--- config.mk ---
export PLATFORM = sky130hd
export DESIGN_NAME = key_tone_pwm
export DESIGN_NICKNAME = d
export VERILOG_FILES = /design/src/rtl/key_tone_pwm.sv
export SDC_FILE = /design/constraint.sdc
export NUM_CORES = 1
export LEC_CHECK = 0
export ABC_CLOCK_PERIOD_IN_PS = 4100
export BUFFER_PORTS_ARGS = -buffer_cell sky130_fd_sc_hd__buf_2
export CAP_MARGIN = 5
export CORE_AREA = 3 3 122 124
export CTS_BUF_LIST = sky130_fd_sc_hd__clkbuf_4 sky130_fd_sc_hd__clkbuf_8
export DETAILED_ROUTE_END_ITERATION = 8
export DIE_AREA = 0 0 125 127
export PLACE_DENSITY = 0.62
export SLEW_MARGIN = 5
export SYNTH_ARGS = -nofsm -noshare
export SYNTH_HDL_FRONTEND = slang
export SYNTH_SLANG_ARGS = --single-unit
--- constraint.sdc ---
create_clock -name clk -period 4.1 [get_ports clk]
set_input_delay 0.205 -clock clk [delete_from_list [all_inputs] [get_ports clk]]
set_output_delay 0.205 -clock clk [all_outputs]
set_load 0.005 [all_outputs]
--- src/rtl/key_tone_pwm.sv ---
// key_tone_pwm: debounces KEY_NUM active-low keys and plays a per-key square tone on an active-low buzzer.
// Optional auto-off play timer: define KEY_TONE_PWM_AUTO_OFF_EN.
module key_tone_pwm #(
    parameter int KEY_NUM         = 4,
    parameter int DEBOUNCE_CYCLES = 1_000_000,
    parameter int BASE_PERIOD     = 100_000,
    parameter int AUTO_OFF_CYCLES = 100_000_000,
    localparam int TW = (KEY_NUM > 1) ? $clog2(KEY_NUM) : 1
) (
    input  logic               clk,
    input  logic               rst_n,
    input  logic [KEY_NUM-1:0] key_in,
    output logic [KEY_NUM-1:0] key_flag,
    output logic [KEY_NUM-1:0] key_state,
    output logic [TW-1:0]      tone_sel,
    output logic               playing,
    output logic               buzzer
);
    localparam int DW = $clog2(DEBOUNCE_CYCLES);
    localparam int PW = $clog2(BASE_PERIOD + 1);

    if (KEY_NUM < 1 || KEY_NUM > 8 || DEBOUNCE_CYCLES < 2 ||
        (BASE_PERIOD >> (KEY_NUM - 1)) < 4 || AUTO_OFF_CYCLES < 1) begin : g_bad_cfg
        $error("key_tone_pwm: illegal parameter set");
    end

    // Sync outputs are reset values for the first two edges; arming waits until they carry real samples.
    logic [1:0] vld_pipe_q;
    logic       sync_vld;
    assign sync_vld = vld_pipe_q[1];

    always_ff @(posedge clk or negedge rst_n) begin
        if (!rst_n) vld_pipe_q <= '0;
        else        vld_pipe_q <= {vld_pipe_q[0], 1'b1};
    end

    for (genvar i = 0; i < KEY_NUM; i++) begin : g_key
        logic          s1_q, s2_q, st_q, flg_q, arm_q;
        logic [DW-1:0] cnt_q;

        // A key is armed only once seen released after reset, so keys held through reset never flag.
        always_ff @(posedge clk or negedge rst_n) begin
            if (!rst_n) begin
                s1_q  <= 1'b1;
                s2_q  <= 1'b1;
                st_q  <= 1'b1;
                flg_q <= 1'b0;
                arm_q <= 1'b0;
                cnt_q <= '0;
            end else begin
                s1_q  <= key_in[i];
                s2_q  <= s1_q;
                flg_q <= 1'b0;
                if (sync_vld && s2_q) arm_q <= 1'b1;
                if (s2_q == st_q) begin
                    cnt_q <= '0;
                end else if (cnt_q == DW'(DEBOUNCE_CYCLES - 1)) begin
                    cnt_q <= '0;
                    st_q  <= s2_q;
                    flg_q <= !s2_q && arm_q;
                end else begin
                    cnt_q <= cnt_q + 1'b1;
                end
            end
        end

        assign key_state[i] = st_q;
        assign key_flag[i]  = flg_q;
    end

    typedef enum logic {IDLE = 1'b0, PLAY = 1'b1} state_e;

    state_e         state_q;
    logic [TW-1:0]  tone_sel_q, win_sel;
    logic [PW-1:0]  pcnt_q, per, half;
    logic           buzzer_q, any_flag, timeout;

    always_comb begin
        win_sel = '0;
        for (int i = KEY_NUM - 1; i >= 0; i--)
            if (key_flag[i]) win_sel = TW'(i);
    end

    assign any_flag = |key_flag;
    assign per      = PW'(BASE_PERIOD >> tone_sel_q);
    assign half     = per >> 1;

`ifdef KEY_TONE_PWM_AUTO_OFF_EN
    localparam int TMW = $clog2(AUTO_OFF_CYCLES + 1);
    logic [TMW-1:0] tmr_q;
    assign timeout = (tmr_q == TMW'(AUTO_OFF_CYCLES - 1));
`else
    assign timeout = 1'b0;
`endif

    always_ff @(posedge clk or negedge rst_n) begin
        if (!rst_n) begin
            state_q    <= IDLE;
            tone_sel_q <= '0;
            pcnt_q     <= '0;
            buzzer_q   <= 1'b1;
`ifdef KEY_TONE_PWM_AUTO_OFF_EN
            tmr_q      <= '0;
`endif
        end else begin
            buzzer_q <= (state_q == PLAY) ? (pcnt_q >= half) : 1'b1;
`ifdef KEY_TONE_PWM_AUTO_OFF_EN
            tmr_q <= (state_q == PLAY && !any_flag) ? tmr_q + 1'b1 : '0;
`endif
            if (state_q == IDLE) begin
                pcnt_q <= '0;
                if (any_flag) begin
                    state_q    <= PLAY;
                    tone_sel_q <= win_sel;
                end
            end else if (any_flag) begin
                // A new tone restarts its period at once; the old one is not finished.
                pcnt_q <= '0;
                if (win_sel == tone_sel_q) state_q    <= IDLE;
                else                       tone_sel_q <= win_sel;
            end else if (timeout) begin
                state_q <= IDLE;
                pcnt_q  <= '0;
            end else begin
                pcnt_q <= (pcnt_q == per - 1'b1) ? '0 : pcnt_q + 1'b1;
            end
        end
    end

    assign tone_sel = tone_sel_q;
    assign playing  = (state_q == PLAY);
    assign buzzer   = buzzer_q;

endmodule

==> results.tsv, run 1 <==
metric	value	unit
final hold vios	0	
Yosys warnings	0	
first-pass GRT wire length	20100	um
DRT Wirelength	11700	um
sequential area share after synthesis	49.9	%
asr flop ratio synth	100	%
Die Y	127	um
DP HPWL	8090	um
worst endpoint required time	4.40	ns
worst setup margin	1.40	ns
CP Capture Type	flop	
post-CTS sizing	0	
Synth Area in Compound Gates	3.11	%
# DRC	0	
Multi-input gate area	2920	sq um
worst skew pair latency	0.44	ns
die area	15900	sq um
grt total ovfl	0	
worst r2r path cells	6	
Mapped Cells	607	
PortBufs	17	
Starting Density	44.7	%
largest family of logic cells by synthesized area	simple AND/OR/NAND/NOR gates	
crit share post-route	65.9	%
Placement Cell Area	6410	sq um
Avg Cell Area, Syn	10.2	sq um
Die W	125	um
Post-CTS Setup Inserts	0	
FMAX	0.370	GHz
Clock Pin Slew Worst Setup and Hold Paths	0.07	ns
Slew headroom	41.0	%
worst hold-check slack	0.352	ns
CP max FO	16	
setup TNS	0	ns
arrival time worst endpoint	3.00	ns
Setup-failing EPs final	0	
Tmin final	2.70	ns
n_diodes	0	
Fill cells	1269	
Hold Crit Class	flop to flop	
row cnt	43	
outcome	completed	
register area	3090	sq um
XOR/XNOR Fraction of Synth Area	13.7	%
core area	13900	sq um
routability cong.	0.875	
DR pass1 iterations	5	
IO Pins	18	
Num Clock Sinks	123	
Setup CP Type	flop to flop	
share of cells above drive strength 1	13.0	%
H-Tree Depth	4	
initial antenna violation count	0	
GRT Total Usage	15.6	%
fraction of the mapped netlist area in adder cells	5.45	%
Mapped Nets	640	
wire per inst	14.2	um
Post-Layout Inst Area	6870	sq um
Pins Over Slew Limit	0	
synthesized cell area	6200	sq um
clock root buffer	clkbuf_8	
clock skew	0.00837	ns
Critical Path Start Type	flop	
Setup WS pre-CTS	1.41	ns
Leak	2.95	nW
Main synth FF type	dfrtp_1	
Power per Cell Area	354	nW/um^2
Final Power	2.43	mW
CTS tree	yes	
Max-Cap Viols	0	
number of synthesized register bits	123	
Post-synth EDFFs	0	
P&R area growth vs syn	10.9	%
CTS Buf Count	17	
drt via density	5.21	
Worst Tran Pin Value	0.885	ns
largest net degree at the start of global routing	70	
VDD IR max	0.169	mV
cts hold-fix bufs	5	
number of routed nets with antenna violations	0	
vias in the first global route	4246	
Initial DRC Count	270	
WHS Path Cells	0	
Netlist cell types	46	
RSZ-0062 raised after global routing	false	
clk buf depth	2	
mux cell area share after synthesis	0.787	%
detailed-route via count	4308	
fin nets	667	
post-synthesis simple-gate area fraction	24.0	%
==> path summary, 6_finish.rpt <==
kind	from	to	slack, ns
max in group asynchronous	rst_n	g_key[2].s2_q	2.62
worst min register to register	vld_pipe_q[0]	vld_pipe_q[1]	0.35
worst min-delay path	vld_pipe_q[0]	vld_pipe_q[1]	0.35
min in group asynchronous	rst_n	pcnt_q[3]	0.41
worst max register to register	tone_sel[1]	pcnt_q[8]	1.40
worst max-delay path	tone_sel[1]	pcnt_q[8]	1.40
==> routing by layer <==
metal  vias to the layer above  global-route usage, %  part of all wire (%)
li1                       2124                      -                     -
met1                      2094                   20.7                    49
met2                        66                   23.5                    45
met3                        24                   4.72                   4.2
met4                         0                   7.40                   2.4
met5                         -                      0                     0
==> cell usage in the layout, fill, tap and decap left out, types with 8 or more instances in the layout <==
cell / netlist / routed
dfrtp_1: 110 / 110
nor3_1: 20 / 20
nor2_1: 104 / 104
inv_1: 17 / 17
nand3_1: 43 / 43
xnor2_1: 42 / 42
xor2_1: 55 / 55
nor2_2: 10 / 10
nand2_1: 36 / 36
buf_2: 5 / 16
nand4_1: 21 / 21
dfstp_2: 13 / 13
clkbuf_8: 0 / 19
and3_1: 20 / 20
nor4_1: 8 / 8
ha_1: 27 / 27
==> cells by family after synthesis <==
| logic type | count (synthesis) |
|---|---|
| AO/OA/AOI/OAI | 28 |
| XOR/XNOR | 97 |
| adder cells (fa/ha/maj) | 27 |
| buffers and inverters | 33 |
| flip-flops | 123 |
| multiplexers | 4 |
| other | 1 |
| AND/OR/NAND/NOR | 294 |
==> through the flow <==
stage	util, %	cells
after floorplan	-	607
after global placement	46.2	790
after detailed placement	46.2	790
after CTS	49.5	827
after global routing	49.5	827
final	49.5	827
==> area by class of cell <==
class,instances,area share (%)
clock buffers,24,4.35
clock inverters,8,1.71
inverters,17,0.928
multi-input cells,451,42.5
flip-flops and latches,123,45.0
well taps,180,3.28
repair buffers,24,2.22
==> Yosys cell counts (8+ instances only) <==
cell     instances  share of area [%]
nor3_1          20                1.6
dfrtp_1        110                 44
inv_1           17                1.0
dfstp_2         13                5.5
and3_1          20                2.0
nor2_1         104                6.3
nor2_2          10                1.0
xnor2_1         42                5.9
ha_1            27                5.4
nand2_1         36                2.2
buf_4           10                1.2
xor2_1          55                7.8
nand4_1         21                2.1
nor4_1           8               0.81
nand3_1         43                3.5
==> registers in the layout, indices dropped and copies added (netlist names) <==
name,cells
tone_sel,2
g_key.arm_q,4
g_key.s2_q,4
g_key.s1_q,4
g_key.cnt_q,80
g_key.st_q,4
pcnt_q,17
buzzer,1
g_key.flg_q,4
vld_pipe_q,2
playing,1
==> critical path: stages, from the launching register on <==
cell and delay [ns]:
dfrtp_1 0.61, inv_1 0.23, ha_1 0.25, or3_1 0.34
a2111oi_0 0.42, a41o_1 0.59, nor2_1 0.12
==> report_power, final <==
part,internal (mW),switching [mW]
clock network,0.663,0.457
logic,0.0184,0.0468
registers,1.23,0.0158
total,1.91,0.520
No activity file was read; power rests on OpenSTA's default activity.
==> run 2, diff against run 1 <==
Settings changed: ABC_CLOCK_PERIOD_IN_PS 4100 to 2600.
Clock period 4.1 ns to 2.6 ns, I/O delays scaled along.
==> run 2 against run 1 <==
Compared with the run above:
- final cell count is 0.36% higher
- cell area is 0.27% higher
- core utilization is 0.14 points higher
- maximum frequency is 20% higher
- first-iteration DRC count is 23% higher
- setup slack worse by 1.1 ns
- die area stayed put
- register-to-register slack worse by 1.1 ns
- clock skew is 0.0037 ns higher
- hold slack worse by 0.21 ns
- total power is 54% higher
- via count is 2.0% higher
- largest power group unchanged
==> results.tsv, run 2 (same netlist as run 1, synthesis figures left out) <==
metric	value	unit	change
outcome	completed		unchanged
final hold vios	0		unchanged
CP Capture Type	flop		unchanged
die area	15900	sq um	unchanged
CTS Buf Count	17		unchanged
Die Y	127	um	unchanged
vias in the first global route	4408		was 4246
biggest registers after layout	g_key.cnt_q: 80 flops, pcnt_q: 17 flops		unchanged
drt via density	5.30		was 5.21
worst endpoint required time	2.94	ns	was 4.40 ns
arrival time worst endpoint	2.60	ns	was 3.00 ns
Biggest register	g_key.cnt_q		unchanged
core area	13900	sq um	unchanged
Num Clock Sinks	123		unchanged
Die W	125	um	unchanged
Worst Tran Pin Value	0.706	ns	was 0.885 ns
P&R area growth vs syn	11.2	%	was 10.9%
commonest non-fill, non-tap cell in the layout	dfrtp_1		unchanged
Initial DRC Count	331		was 270
clock skew	0.0121	ns	was 0.00837 ns
Leak	2.95	nW	about the same
clk buf depth	2		unchanged
Power per Cell Area	543	nW/um^2	was 354 nW/um^2
crit path launch	tone_sel[0]		was tone_sel[1]
most frequent cells in the layout	dfrtp_1, nor2_1, xor2_1		unchanged
detailed-route via count	4396		was 4308
Hold Crit Class	input port to asynchronous set/reset pin		was flop to flop
DR pass1 iterations	5		unchanged
share of cells above drive strength 1	13.4	%	was 13.0%
n_diodes	0		unchanged
wire per inst	14.1	um	was 14.2 um
PortBufs	17		unchanged
worst skew pair latency	0.43	ns	was 0.44 ns
routability cong.	0.851		was 0.875
VDD IR max	0.317	mV	was 0.169 mV
setup TNS	0	ns	unchanged
row cnt	43		unchanged
worst r2r path cells	9		was 6
initial antenna violation count	0		unchanged
CP max FO	9		was 16
Tmin final	2.26	ns	was 2.70 ns
H-Tree Depth	4		unchanged
fin nets	671		was 667
Setup CP Type	flop to flop		unchanged
GRT Total Usage	15.7	%	was 15.6%
# DRC	0		unchanged
DRT Wirelength	11700	um	about the same
crit share post-route	86.9	%	was 65.9%
CTS tree	yes		unchanged
max FFs per register	80		unchanged
first-pass GRT wire length	20500	um	was 20100 um
FF-to-FF Start	tone_sel[0]		was tone_sel[1]
grt total ovfl	0		unchanged
RSZ-0062 raised after global routing	false		unchanged
Clock Pin Slew Worst Setup and Hold Paths	0.07	ns	about the same
Setup WS pre-CTS	0.385	ns	was 1.41 ns
Max-Cap Viols	0		unchanged
number of routed nets with antenna violations	0		unchanged
IO Pins	18		unchanged
clock root buffer	clkbuf_8		unchanged
largest net degree at the start of global routing	69		was 70
Setup-failing EPs final	0		unchanged
Critical Path Start Type	flop		unchanged
DP HPWL	8010	um	was 8090 um
Starting Density	44.7	%	unchanged
Slew headroom	52.5	%	was 41.0%
FMAX	0.443	GHz	was 0.370 GHz
Pins Over Slew Limit	0		unchanged
worst setup margin	0.340	ns	was 1.40 ns
run 2: final cells by class:
type                       instances  area, sq um
tap                              180          225
sequential                       123         3090
clock buffer                      21          277
clock inverter                    10          116
multi-input combinational        451         2920
fill                            1277         6990
timing repair buffer              28          195
inverter                          17         63.8
run 2: worst max-delay path, stage by stage (launching register included):
cell and delay (ns):
dfrtp_1 0.51, inv_1 0.10, buf_4 0.18, ha_1 0.21, nor2_1 0.19, ha_1 0.30, a211oi_1 0.24, a31oi_1 0.13
o21ai_0 0.22, a22oi_1 0.10
run 2: worst paths after layout:
check | endpoint | slack, ns
min in group clk | g_key[2].s1_q | 0.33
max in group asynchronous | g_key[0].s2_q | 1.68
max reg2reg | buzzer | 0.34
min | g_key[3].cnt_q[10] | 0.14
max | buzzer | 0.34
min reg2reg | vld_pipe_q[1] | 0.35
run 2: metal layers:
metal | track usage [%] | wire length (um)
met1 | 21.4 | 5800
met3 | 4.52 | 391
met2 | 24.4 | 5290
met5 | 0 | 0
met4 | 5.23 | 188
run 2: where the power goes:
part           total, mW  switching (mW)  leakage, nW  internal [mW]
logic              0.105          0.0732         1.12         0.0321
registers           1.97          0.0246         1.64           1.94
clock network       1.67           0.758        0.187          0.917
total               3.75           0.856         2.95           2.89
run 2: stage by stage:
step | utilization (%) | hold WS [ns] | total power, mW | cell area [sq um] | std cells
after detailed placement | 46.5 | 0.0592 | 2.11 | 6450 | 794
after floorplan | - | -0.166 | 2.05 | 6200 | 607
after CTS | 49.7 | 0.123 | 3.80 | 6890 | 830
after global placement | 46.5 | 0.0583 | 2.10 | 6450 | 794
after global routing | 49.7 | 0.150 | 3.90 | 6890 | 830
final | 49.7 | 0.138 | 3.75 | 6890 | 830
run 2: timing repair:
action	in CTS	in global routing
hold buffers	5	0
setup endpoints to repair	0	0
buffers inserted	0	0
resized for setup	0	0
endpoints found under the hold margin	85	0
==> run 3, diff against run 2 <==
Settings changed: BUFFER_PORTS_ARGS -buffer_cell sky130_fd_sc_hd__buf_2 to unset, CELL_PAD_IN_SITES_DETAIL_PLACEMENT set to 1, CELL_PAD_IN_SITES_GLOBAL_PLACEMENT set to 1, DONT_BUFFER_PORTS set to 1, PLACE_DENSITY 0.62 to 0.73.
==> run 3 against run 2 <==
Compared with the run above:
- critical path depth fell by 3
- sequential cell count did not move
- the run now ends with hold timing left
- cell area down 1.2%
- register-to-register slack improved by 0.08 ns
- die area stayed put
- clock skew is 0.0034 ns lower
- sequential power about the same
- combinational power decreased by 40%
==> results.tsv, run 3 (same netlist as run 1, synthesis figures left out) <==
metric	value	unit	change
Num Clock Sinks	123		unchanged
Multi-input gate area	2920	sq um	unchanged
critical-path cell list	nor4b_1, nand4_1, nor4_2, or2_1, buf_4, nor2_1		was inv_1, buf_4, ha_1, nor2_1, ha_1, a211oi_1, a31oi_1, o21ai_0, a22oi_1
DP HPWL	9360	um	was 8010 um
crit share post-route	83.9	%	was 86.9%
grt total ovfl	0		unchanged
clock root buffer	clkbuf_8		unchanged
register area	3090	sq um	unchanged
Final Util	49.1	%	was 49.7%
WP depth	6		was 9
PortBufs	0		was 17
Die W	125	um	unchanged
CTS tree	yes		unchanged
most frequent cells in the layout	dfrtp_1, nor2_1, xor2_1		unchanged
biggest registers after layout	g_key.cnt_q: 80 flops, pcnt_q: 17 flops		unchanged
max incr delay on CP	0.43	ns	was 0.51 ns
CTS Buf Count	17		unchanged
# DRC	0		unchanged
IO Pins	18		unchanged
worst skew pair latency	0.44	ns	was 0.43 ns
Setup-failing EPs final	0		unchanged
vias in the first global route	4840		was 4408
DRT Wirelength	13600	um	was 11700 um
GRT Total Usage	18.4	%	was 15.7%
fin nets	653		was 671
final cell count without fillers	813		was 830
die area	15900	sq um	unchanged
row cnt	43		unchanged
flop-to-flop setup slack	0.42	ns	was 0.34 ns
DR pass1 iterations	4		was 5
core area	13900	sq um	unchanged
Tmin final	2.18	ns	was 2.26 ns
routability cong.	0.809		was 0.851
FMAX	0.458	GHz	was 0.443 GHz
Max-Cap Viols	0		unchanged
commonest non-fill, non-tap cell in the layout	dfrtp_1		unchanged
outcome	finished, violations left		was completed
Biggest register	g_key.cnt_q		unchanged
CP max FO	10		was 9
clock skew	0.00869	ns	was 0.0121 ns
Top delay family on crit path	simple AND/OR/NAND/NOR gates		was compound AO/OA/AOI/OAI gates
first-pass GRT wire length	23700	um	was 20500 um
Die Y	127	um	unchanged
Slew headroom	47.3	%	was 52.5%
RSZ-0062 raised after global routing	false		unchanged
Clock Pin Slew Worst Setup and Hold Paths	0.07	ns	about the same
arrival time worst endpoint	2.51	ns	was 2.60 ns
cts hold-fix bufs	4		was 5
CP Capture Type	flop		unchanged
failing checks	hold timing		
largest net degree at the start of global routing	124		was 69
Pins Over Slew Limit	0		unchanged
wire per inst	16.7	um	was 14.1 um
Hold Crit Class	input port to asynchronous set/reset pin		unchanged
Starting Density	44.7	%	unchanged
setup TNS	0	ns	unchanged
Worst Setup EP	g_key[0].cnt_q[5]		was buzzer
Leak	2.87	nW	was 2.95 nW
Max stage delay cell, worst path	dfrtp_1		unchanged
n_diodes	0		unchanged
Power per Cell Area	561	nW/um^2	was 543 nW/um^2
P&R area growth vs syn	9.85	%	was 11.2%
Buf/Inv on CP	1		was 2
drt via density	5.37		was 5.30
number of routed nets with antenna violations	0		unchanged
share of cells above drive strength 1	11.2	%	was 13.4%
worst r2r path cells	6		was 9
final hold vios	123		was 0
worst hold-check slack	-0.618	ns	was 0.138 ns
max FFs per register	80		unchanged
Initial DRC Count	243		was 331
worst endpoint required time	2.93	ns	was 2.94 ns
H-Tree Depth	4		unchanged
clk buf depth	2		unchanged
placed cells	777		was 794
VDD IR max	0.304	mV	was 0.317 mV
Fill cells	1546		was 1277
FF-to-FF Start	g_key[0].cnt_q[11]		was tone_sel[0]
Critical R2R Capture	g_key[0].cnt_q[5]		was buzzer
initial antenna violation count	0		unchanged
detailed-route via count	4363		was 4396
Setup CP Type	flop to flop		unchanged
Critical Path Start Type	flop		unchanged
Worst Tran Pin Value	0.783	ns	was 0.706 ns
crit path launch	g_key[0].cnt_q[11]		was tone_sel[0]
## run 3: cell count changes in the layout (fill, tap and decap cells not counted)
cell,before,now
clkinvlp_4,5,4
dlygate4sd3_1,5,4
clkinv_2,2,5
inv_6,1,0
buf_2,16,0
buf_12,1,0
clkbuf_4,2,0
bufinv_16,2,3
clkbuf_8,19,20
## run 3: worst min path at each step
| stage | to | slack, ns | start | cells past startpoint |
|---|---|---|---|---|
| 2_1_floorplan | g_key[0].arm_q | -0.17 | rst_n | 0 |
| 3_3_place_gp | pcnt_q[0] | -0.16 | rst_n | 0 |
| 3_5_place_dp | pcnt_q[2] | -0.16 | rst_n | 0 |
| 4_1_cts | playing | -0.66 | rst_n | 0 |
| 5_1_grt | pcnt_q[16] | -0.67 | rst_n | 0 |
| 6_report | pcnt_q[16] | -0.62 | rst_n | 0 |
## run 3: per-layer routing
| metal | track usage [%] | part of all wire [%] | wire (um) |
|---|---|---|---|
| met4 | 6.51 | 1.6 | 221 |
| met2 | 31.4 | 49 | 6690 |
| met1 | 23.2 | 46 | 6310 |
| met3 | 4.35 | 2.6 | 359 |
| met5 | 0 | 0 | 0 |
## run 3: cell type report
cell class | instances | area share (%)
repair buffers | 10 | 1.25
clock buffers | 20 | 4.04
well taps | 180 | 3.31
multi-input cells | 451 | 42.9
inverters | 17 | 0.937
flip-flops and latches | 123 | 45.4
clock inverters | 12 | 2.13
## run 3: power by group
group          internal [mW]  switching [mW]  leakage, nW
logic                 0.0243          0.0384         1.03
clock network           1.01           0.777        0.206
registers               1.94          0.0266         1.64
total                   2.98           0.842         2.87
## run 3: per-stage QoR
| step | area [sq um] | setup slack (ns) | power (mW) | hold WS [ns] |
|---|---|---|---|---|
| after floorplan | 6200 | 0.309 | 2.05 | -0.166 |
| after global routing | 6810 | 0.235 | 3.98 | -0.666 |
| after CTS | 6810 | 0.403 | 3.88 | -0.656 |
| after global placement | 6350 | 0.531 | 2.06 | -0.157 |
| after detailed placement | 6350 | 0.445 | 2.06 | -0.157 |
| final | 6810 | 0.418 | 3.82 | -0.618 |
## run 3: worst reg2reg max path, cell delays in order (launching register included)
cell     delay [ns]
dfrtp_1        0.43
nor4b_1        0.37
nand4_1        0.18
nor4_2         0.40
or2_1          0.37
buf_4          0.25
nor2_1         0.07
## run 3: timing repair
action / in CTS / in global routing
resized for setup: 0 / 0
endpoints found under the hold margin: 127 / 123
buffers inserted: 0 / 0
